### src/rtl/vga_screen_mux_if.sv
// Bus between the per-screen draw pipelines and the screen selector:
// flattened source streams and the game-state select go in, the chosen VGA stream comes out.
interface vga_screen_mux_if #(
    parameter int N_SRC = 4,
    parameter int HC_W  = 11,
    parameter int RGB_W = 12
);
    localparam int SEL_W = (N_SRC > 1) ? $clog2(N_SRC) : 1;

    logic [SEL_W-1:0]       sel;
    logic [N_SRC*HC_W-1:0]  src_hcount;
    logic [N_SRC*HC_W-1:0]  src_vcount;
    logic [N_SRC-1:0]       src_hsync;
    logic [N_SRC-1:0]       src_vsync;
    logic [N_SRC-1:0]       src_hblnk;
    logic [N_SRC-1:0]       src_vblnk;
    logic [N_SRC*RGB_W-1:0] src_rgb;

    logic [HC_W-1:0]        hcount;
    logic [HC_W-1:0]        vcount;
    logic                   hsync;
    logic                   vsync;
    logic                   hblnk;
    logic                   vblnk;
    logic [RGB_W-1:0]       rgb;
    logic [SEL_W-1:0]       active_src;
    logic                   busy;

    modport master (
        output sel, src_hcount, src_vcount, src_hsync, src_vsync, src_hblnk, src_vblnk, src_rgb,
        input  hcount, vcount, hsync, vsync, hblnk, vblnk, rgb, active_src, busy
    );

    modport slave (
        input  sel, src_hcount, src_vcount, src_hsync, src_vsync, src_hblnk, src_vblnk, src_rgb,
        output hcount, vcount, hsync, vsync, hblnk, vblnk, rgb, active_src, busy
    );
endinterface

### src/rtl/vga_screen_mux.sv
// Frame-synchronous VGA source selector: swaps streams only at the rising edge of vblank
// of the stream on screen, optionally inserting black frames so no torn frame is ever shown.
module vga_screen_mux #(
    parameter int N_SRC       = 4,
    parameter int HC_W        = 11,
    parameter int RGB_W       = 12,
    parameter int FADE_FRAMES = 1,
    parameter int DEFAULT_SRC = 0
) (
    input  logic            clk,
    input  logic            rst_n,
    vga_screen_mux_if.slave bus
);
    localparam int SEL_W = (N_SRC > 1) ? $clog2(N_SRC) : 1;
    localparam int CNT_W = (FADE_FRAMES > 0) ? $clog2(FADE_FRAMES + 1) : 1;
    localparam logic [SEL_W-1:0] DEF_SEL = SEL_W'(DEFAULT_SRC);
    localparam logic [CNT_W-1:0] FADE_LD = CNT_W'(FADE_FRAMES);

    typedef enum logic [1:0] {
        SHOW    = 2'd0,
        PENDING = 2'd1,
        BLANK   = 2'd2
    } state_t;

    state_t           state;
    logic [SEL_W-1:0] active_src;
    logic [SEL_W-1:0] target;
    logic [CNT_W-1:0] cnt;
    logic             vblnk_d;
    logic             sel_ok;
    logic             fb;

    logic [HC_W-1:0]  mux_hcount;
    logic [HC_W-1:0]  mux_vcount;
    logic             mux_hsync;
    logic             mux_vsync;
    logic             mux_hblnk;
    logic             mux_vblnk;
    logic [RGB_W-1:0] mux_rgb;

    logic [HC_W-1:0]  out_hcount;
    logic [HC_W-1:0]  out_vcount;
    logic             out_hsync;
    logic             out_vsync;
    logic             out_hblnk;
    logic             out_vblnk;
    logic [RGB_W-1:0] out_rgb;

    // Out-of-range requests (possible when N_SRC is not a power of two) leave the target alone.
    assign sel_ok = ({1'b0, bus.sel} < N_SRC[SEL_W:0]);

    always_comb begin
        mux_hcount = '0;
        mux_vcount = '0;
        mux_hsync  = 1'b0;
        mux_vsync  = 1'b0;
        mux_hblnk  = 1'b0;
        mux_vblnk  = 1'b0;
        mux_rgb    = '0;
        for (int i = 0; i < N_SRC; i++) begin
            if (active_src == SEL_W'(i)) begin
                mux_hcount = bus.src_hcount[i*HC_W +: HC_W];
                mux_vcount = bus.src_vcount[i*HC_W +: HC_W];
                mux_hsync  = bus.src_hsync[i];
                mux_vsync  = bus.src_vsync[i];
                mux_hblnk  = bus.src_hblnk[i];
                mux_vblnk  = bus.src_vblnk[i];
                mux_rgb    = bus.src_rgb[i*RGB_W +: RGB_W];
            end
        end
    end

    // Frame boundary is judged on the stream currently on screen, not the requested one.
    assign fb = mux_vblnk & ~vblnk_d;

    always_ff @(posedge clk or negedge rst_n) begin
        if (!rst_n) begin
            state      <= SHOW;
            active_src <= DEF_SEL;
            target     <= DEF_SEL;
            cnt        <= '0;
            vblnk_d    <= 1'b0;
        end else begin
            vblnk_d <= mux_vblnk;
            if (sel_ok) begin
                target <= bus.sel;
            end
            case (state)
                SHOW: begin
                    if (target != active_src) begin
                        state <= PENDING;
                    end
                end
                PENDING: begin
                    if (target == active_src) begin
                        state <= SHOW;
                    end else if (fb) begin
                        active_src <= target;
                        if (FADE_FRAMES == 0) begin
                            state <= SHOW;
                        end else begin
                            cnt   <= FADE_LD;
                            state <= BLANK;
                        end
                    end
                end
                BLANK: begin
                    // A new request during the fade restarts the black period on the new stream.
                    if (fb) begin
                        if (target != active_src) begin
                            active_src <= target;
                            cnt        <= FADE_LD;
                        end else if (cnt != '0) begin
                            cnt <= cnt - CNT_W'(1);
                            if (cnt == CNT_W'(1)) begin
                                state <= SHOW;
                            end
                        end
                    end
                end
                default: begin
                    state <= SHOW;
                end
            endcase
        end
    end

    always_ff @(posedge clk or negedge rst_n) begin
        if (!rst_n) begin
            out_hcount <= '0;
            out_vcount <= '0;
            out_hsync  <= 1'b0;
            out_vsync  <= 1'b0;
            out_hblnk  <= 1'b0;
            out_vblnk  <= 1'b0;
            out_rgb    <= '0;
        end else begin
            out_hcount <= mux_hcount;
            out_vcount <= mux_vcount;
            out_hsync  <= mux_hsync;
            out_vsync  <= mux_vsync;
            out_hblnk  <= mux_hblnk;
            out_vblnk  <= mux_vblnk;
            out_rgb    <= (state == BLANK) ? '0 : mux_rgb;
        end
    end

    assign bus.hcount     = out_hcount;
    assign bus.vcount     = out_vcount;
    assign bus.hsync      = out_hsync;
    assign bus.vsync      = out_vsync;
    assign bus.hblnk      = out_hblnk;
    assign bus.vblnk      = out_vblnk;
    assign bus.rgb        = out_rgb;
    assign bus.active_src = active_src;
    assign bus.busy       = (state != SHOW);
endmodule
### src/flat_wrapper.sv
// flat-port wrapper written by rule: the top's interface ports become plain ports
module vga_screen_mux_flat 
#(
    parameter int N_SRC       = 4,
    parameter int HC_W        = 11,
    parameter int RGB_W       = 12,
    parameter int FADE_FRAMES = 1,
    parameter int DEFAULT_SRC = 0
)
  (clk, rst_n, bus_sel, bus_src_hcount, bus_src_vcount, bus_src_hsync, bus_src_vsync, bus_src_hblnk, bus_src_vblnk, bus_src_rgb, bus_hcount, bus_vcount, bus_hsync, bus_vsync, bus_hblnk, bus_vblnk, bus_rgb, bus_active_src, bus_busy);
  vga_screen_mux_if #(.N_SRC(N_SRC), .HC_W(HC_W), .RGB_W(RGB_W)) bus_i ();
  input  logic clk;
  input  logic rst_n;
  input wire logic [$bits(bus_i.sel)-1:0] bus_sel;
  input wire logic [$bits(bus_i.src_hcount)-1:0] bus_src_hcount;
  input wire logic [$bits(bus_i.src_vcount)-1:0] bus_src_vcount;
  input wire logic [$bits(bus_i.src_hsync)-1:0] bus_src_hsync;
  input wire logic [$bits(bus_i.src_vsync)-1:0] bus_src_vsync;
  input wire logic [$bits(bus_i.src_hblnk)-1:0] bus_src_hblnk;
  input wire logic [$bits(bus_i.src_vblnk)-1:0] bus_src_vblnk;
  input wire logic [$bits(bus_i.src_rgb)-1:0] bus_src_rgb;
  output wire logic [$bits(bus_i.hcount)-1:0] bus_hcount;
  output wire logic [$bits(bus_i.vcount)-1:0] bus_vcount;
  output wire logic [$bits(bus_i.hsync)-1:0] bus_hsync;
  output wire logic [$bits(bus_i.vsync)-1:0] bus_vsync;
  output wire logic [$bits(bus_i.hblnk)-1:0] bus_hblnk;
  output wire logic [$bits(bus_i.vblnk)-1:0] bus_vblnk;
  output wire logic [$bits(bus_i.rgb)-1:0] bus_rgb;
  output wire logic [$bits(bus_i.active_src)-1:0] bus_active_src;
  output wire logic [$bits(bus_i.busy)-1:0] bus_busy;
  assign bus_i.sel = bus_sel;
  assign bus_i.src_hcount = bus_src_hcount;
  assign bus_i.src_vcount = bus_src_vcount;
  assign bus_i.src_hsync = bus_src_hsync;
  assign bus_i.src_vsync = bus_src_vsync;
  assign bus_i.src_hblnk = bus_src_hblnk;
  assign bus_i.src_vblnk = bus_src_vblnk;
  assign bus_i.src_rgb = bus_src_rgb;
  assign bus_hcount = bus_i.hcount;
  assign bus_vcount = bus_i.vcount;
  assign bus_hsync = bus_i.hsync;
  assign bus_vsync = bus_i.vsync;
  assign bus_hblnk = bus_i.hblnk;
  assign bus_vblnk = bus_i.vblnk;
  assign bus_rgb = bus_i.rgb;
  assign bus_active_src = bus_i.active_src;
  assign bus_busy = bus_i.busy;
  vga_screen_mux #(.N_SRC(N_SRC), .HC_W(HC_W), .RGB_W(RGB_W), .FADE_FRAMES(FADE_FRAMES), .DEFAULT_SRC(DEFAULT_SRC)) u_core (.clk(clk), .rst_n(rst_n), .bus(bus_i));
endmodule
### config.mk
export PLATFORM = sky130hd
export DESIGN_NAME = vga_screen_mux_flat
export DESIGN_NICKNAME = d
export VERILOG_FILES = /design/src/rtl/vga_screen_mux_if.sv /design/src/rtl/vga_screen_mux.sv /design/src/flat_wrapper.sv
export SDC_FILE = /design/constraint.sdc
export NUM_CORES = 1
export LEC_CHECK = 0
export ABC_AREA = 1
export CAP_MARGIN = 10
export CORE_UTILIZATION = 30
export CTS_CLUSTER_DIAMETER = 150
export DETAILED_ROUTE_END_ITERATION = 10
export PLACE_DENSITY = 0.77
export RECOVER_POWER = 100
export SYNTH_ARGS = -nofsm -noshare
export SYNTH_HDL_FRONTEND = slang
export SYNTH_SLANG_ARGS = --single-unit
### constraint.sdc
create_clock -name clk -period 1.27 [get_ports clk]
set_clock_uncertainty 0.1 [all_clocks]
set_input_delay 0.127 -clock clk [delete_from_list [all_inputs] [get_ports clk]]
set_output_delay 0.127 -clock clk [all_outputs]
set_load 0.005 [all_outputs]
Word level (Yosys, flattened, before mapping):

Cells that the tools add are included.

* flip-flop bits (word level): 45
* input bits: 156
* output and inout bits: 41
* word-level logic and storage cells: 83

* add/sub/neg operators: 1
* equal/unequal tests: 15
* multiplexer cells: 47
* bitwise gates (word level): 2
* reductions and logical operators: 7

Operators by type and width (number)
* 11-bit 2-to-1 mux: 8
* 12-bit 2-to-1 mux: 5
* 1-bit 2-to-1 mux: 21
* 2-bit 2-to-1 mux: 10
* 2-bit by 1-bit != test with 1-bit output (second input constant): 5
* 5-bit AND reduction: 2
* 2-bit == test (second input constant): 3
* 2-bit case mux with 3 select lines: 1
* 2-bit by 1-bit == test with 1-bit output (second input constant): 2
* 2-bit zero test: 2
* 2-bit != test (second input constant): 2
* 2-bit case mux with 2 select lines: 1
* 4-bit AND reduction: 1
* 2-bit nonzero test: 2
* 3-bit by 1-bit != test with 1-bit output (second input constant): 1
* 2-bit == test: 1
* 2-bit != test: 1
* 1-bit case mux with 2 select lines: 1
* 1-bit AND: 1
* 1-bit inverter: 1
* 1-bit subtractor (second input constant): 1

Logic depth before layout (Yosys ltp):

Gate-level depths: netlist (run 1).

* word-level depth: 9
* mapped depth: 9
* depth with buffers taken out: 8

Worst setup path after synthesis (run 1):

No wires, ideal clock.

* path kind: register to register
* start point: reg u_core.active_src[1] (netlist: u_core.bus.active_src[1])
* end point: reg u_core.out_hcount[7] (netlist: u_core.bus.hcount[7])
* library setup time: 132 ps
* arrival: 1159 ps
* required time: 1038 ps
* path slack: -121 ps
* cell stages (with the launch flop): 7
* path buffers: 2
* period minus slack after synthesis: 1391 ps
* cell sequence: dfrtp_1 -> buf_6 -> inv_2 -> nor2_4 -> buf_4 -> a221oi_1 -> a21oi_1

* word-level cells in the longest chain between the ends: 5
* elaborated cells between the ends (all ways): 8
* classes of those cells: eq/ne (3); mux (4); reduce/logical (1)

Ends and longest elaborated chain
* start, declared: line vga_screen_mux.sv:26 `logic [SEL_W-1:0] active_src;`
* start signal, assigned: line vga_screen_mux.sv:98 `active_src <= target;`
* start signal, assigned: line vga_screen_mux.sv:111 `active_src <= target;`
* 2-bit zero test: line vga_screen_mux.sv:61 `if (active_src == SEL_W'(i)) begin`
* 11-bit 2-to-1 mux (3 in a row): line vga_screen_mux.sv:61
* 11-bit 2-to-1 mux (*): line vga_screen_mux.sv:61
* net u_core.mux_hcount[7]: line vga_screen_mux.sv:33 `logic [HC_W-1:0] mux_hcount;`
* end signal, assigned: line vga_screen_mux.sv:138 `out_hcount <= mux_hcount;`
* end, declared: line vga_screen_mux.sv:41 `logic [HC_W-1:0] out_hcount;`

Mark *: on every way through the listed nets, which the timed path passes. The rest lies on a longest branch.
A chain may end at the register's enable or synchronous reset.

Worst setup path after layout (run 1):

* start point: reg u_core.active_src[0] (netlist: u_core.bus.active_src[0])
* end point: reg u_core.out_rgb[7] (netlist: u_core.bus.rgb[7])

* word-level cells in the longest chain between the ends: 6
* elaborated cells between the ends (all ways): 9
* classes of those cells: eq/ne (3); mux (5); reduce/logical (1)

Ends and longest elaborated chain
* 2-bit zero test: line vga_screen_mux.sv:61
* 12-bit 2-to-1 mux (3 in a row): line vga_screen_mux.sv:61
* 12-bit 2-to-1 mux (*): line vga_screen_mux.sv:61
* 12-bit 2-to-1 mux (*): line vga_screen_mux.sv:144 `out_rgb <= (state == BLANK) ? '0 : mux_rgb;`
* end signal, assigned: line vga_screen_mux.sv:144
* end, declared: line vga_screen_mux.sv:47 `logic [RGB_W-1:0] out_rgb;`

Every way passes the cells marked *; elsewhere a longest branch is shown, timed or not.

==> results of run 1 <==
routing by layer:
| layer | wire [µm] | GRT usage, % | share of wire (%) |
|---|---|---|---|
| met1 | 3980 | 25.7 | 37 |
| met2 | 5580 | 43.6 | 52 |
| met3 | 807 | 5.61 | 7.6 |
| met4 | 313 | 10.4 | 2.9 |
| met5 | 0 | 0 | 0 |
kinds of logic (layout without fill, tap and decap cells):
family / Yosys count / in the layout / share of synthesized area [%]
xor+xnor: 2 / 2 / 1.31
flops: 45 / 45 / 45.3
simple gates: 152 / 152 / 27.3
fa+ha+maj: 3 / 3 / 1.51
buf+inv: 51 / 287 / 9.21
compound gates: 61 / 61 / 15.3
through the flow:
step                power, µW  worst slack [ns]  utilization (%)  setup TNS [ns]  hold WS [ns]
global route            11600            -0.371             68.8          -11.68         0.269
global placement         8430            -0.187             61.1           -5.55        0.0249
finish                  10800            -0.273             68.8           -8.87         0.278
floorplan                5370           -0.0752                -           -1.10        -0.269
detailed placement       8600            -0.281             61.1           -7.09        0.0247
CTS                     10100            -0.227             65.4           -7.02         0.159
worst reg2reg max path: stages, from the launching register on:
cell and delay [ns]:
dfrtp_2 0.44, buf_12 0.16, buf_12 0.13, nor2_4 0.19, buf_6 0.17, nand2_2 0.06
o211ai_1 0.10, a21oi_1 0.09
layout make-up:
| cell class | count | share of cell area [%] |
|---|---|---|
| Sequential cell | 45 | 20.8 |
| Timing Repair Buffer | 246 | 45.2 |
| Clock inverter | 2 | 0.646 |
| Timing Repair inverter | 2 | 0.600 |
| Inverter | 32 | 2.58 |
| Clock buffer | 5 | 1.27 |
| Tap cell | 102 | 2.35 |
| Multi-Input combinational cell | 218 | 26.6 |
final timing paths:
path | end | slack, ns | cells past startpoint
worst min register to register | u_core.cnt | 0.40 | 2
max in group asynchronous | u_core.bus.active_src[0] | 0.23 | 3
min in group asynchronous | u_core.bus.vsync | 0.40 | 3
worst min-delay path | u_core.bus.hcount[3] | 0.28 | 3
worst max-delay path | u_core.bus.rgb[7] | -0.27 | 7
worst max register to register | u_core.bus.rgb[7] | -0.27 | 7
where the power goes:
part / switching (µW) / internal (µW)
Combinational: 3550 / 3780
Sequential: 229 / 2150
Clock: 497 / 573
Total: 4280 / 6500
what timing repair did:
action / CTS / global route
gates cloned: 0 / 4
hold buffers: 1 / 0
setup buffers: 12 / 4
pin swaps: 13 / 27
endpoints found under the hold margin: 45 / 0
setup endpoints to repair: 82 / 46
gates resized for setup: 90 / 54
cell usage in the layout (no fill, tap or decap), types with 3 or more instances in the layout:
cell type,count
nand3_2,4
o211ai_1,11
a221oi_2,10
dlygate4sd2_1,39
nand2_1,74
o21ai_0,10
dfrtp_1,44
buf_12,6
buf_6,17
inv_2,3
nand2_2,20
clkdlybuf4s50_1,152
nor2_1,12
buf_4,23
nand2_4,3
clkbuf_8,5
nand3_1,18
inv_1,26
a21oi_1,18
dlygate4sd3_1,3
nand4_1,13
a21oi_2,6
flip-flops by register name (all words and copies together), names as in the netlist, 2 cells and up:
register / flops
u_core.bus.rgb: 12
u_core.bus.hcount: 11
u_core.bus.vcount: 11
u_core.bus.active_src: 2
u_core.state: 2
u_core.target: 2
==> impl_metrics.json, run 1 <==
{
  "grt_setup_unrepaired": "true",
  "worst_slew_pin_slew_ns": 0.618,
  "start_kind": "register",
  "route.detailed.drc": 0,
  "ctsHtreeMaxLevel": 2,
  "num_rows": 32,
  "grt_max_degree": 46,
  "initial_utilization_pct": 31.5,
  "gr-usage-all-layers_pct": 23.7,
  "core-area_mm2": 0.00789,
  "design_area_mm2": 0.00542,
  "fmax_mhz": 648,
  "startpoint": "u_core.bus.active_src[0]",
  "yosysSeqAreaShare_pct": 45.3,
  "synth_area_leaders": "dfrtp_1 (45%), nand2_1 (14%), a21oi_1 (4.8%)",
  "path_class": "register to register",
  "maxCapViolCount": 0,
  "critPathArrivalTime_ns": 1.63,
  "cts_tree": "yes",
  "min_period_ns": 1.54,
  "post_synth_instance_area_mm2": 0.00249,
  "leakage_uw": 0.00240,
  "clock_latency_ns": 0.29,
  "grt_pass1_vias": 3313,
  "critical_path.top_delay_family": "buffers and inverters",
  "status": "finished, violations left",
  "failed_checks": "negative setup slack",
  "instances_no_fill": 652,
  "max_stage_delay_ns": 0.44,
  "dieArea_mm2": 0.00866,
  "ys_ff_latch": 45,
  "dpl_cell_area_mm2": 0.00482,
  "cp_slowest_cell": "dfrtp_2",
  "finalHoldViolCount": 0,
  "min-delay-start": "bus_src_hcount[3]",
  "powerDensity_mw_per_mm2": 1990,
  "crit_buf_inv": 3,
  "seq_area_mm2": 0.00113,
  "ys.flop_type": "dfrtp_1",
  "vias_per_cell": 4.88,
  "cp.required_ns": 1.35,
  "multi_input_area_mm2": 0.00144,
  "synth_nets": 473,
  "netlist_top_cells_count": "nand2_1 (95), dfrtp_1 (45), inv_1 (29)",
  "synth_area_leader_cell": "dfrtp_1",
  "reg2reg_from": "u_core.bus.active_src[0]",
  "clockRootBuffer": "clkbuf_8",
  "relSlewSlack_pct": 58.8,
  "drt_wl_total_mm": 10.7,
  "yosysTopAreaCellShare_pct": 45.3,
  "grt_pass1_wl_mm": 15.7,
  "dp_hpwl_mm": 7.59,
  "die_w_um": 93.0,
  "syn_inst": 314,
  "crit_chain": "buf_12 > buf_12 > nor2_4 > buf_6 > nand2_2 > o211ai_1 > a21oi_1",
  "synth.most_common_cell": "nand2_1",
  "ys_warn_count": 0,
  "synth_edf_count": 0,
  "die_h_um": 93.0,
  "clock_sinks": 45,
  "async_flop_share_pct": 100,
  "cts_buffer_depth": 2,
  "synthDistinctLibCells": 25,
  "drtAntennaViolNets": 0,
  "finalCritPeriodShare_pct": 122,
  "port_buffers": 196,
  "cp_common_cell": "buf_12",
  "drtIter0Drc": 89,
  "hold_path.class": "input pin to register",
  "cts_made_buffers": 5,
  "synth.avg_cell_area_um2": 7.92,
  "num_io_pins": 197,
  "drt_pass1_iterations": 4,
  "gr-total-overflow": 0,
  "wire_per_inst_um": 16.4,
  "nFillCells": 600,
  "path_clk_slew_ns": 0.09,
  "end_kind": "register",
  "path_max_fanout": 6,
  "route.vias.total": 3183,
  "slew_violations": 0,
  "nets": 709,
  "setup_violations": 46,
  "gp_congestion": 0.865,
  "syn_to_final_growth_pct": 118,
  "ir_drop_uv": 1060,
  "antenna_found_initial": 0,
  "n_antenna_cell": 0,
  "fin_ws_ns": -0.273,
  "drive_above_1_share_pct": 23.5,
  "dp.cells": 626
}
Power figures use the tool's default switching activity.
==> run 2: changes to the inputs <==
Settings changed: RECOVER_POWER 100 to 25.
==> results of run 2 <==
The final DEF is identical to that of run 1; final timing and power are the same.
==> run 3: changes to the inputs <==
Settings changed: SLEW_MARGIN from default to 15.
==> results of run 3 <==
The final DEF is identical to that of run 1; final timing and power are the same.
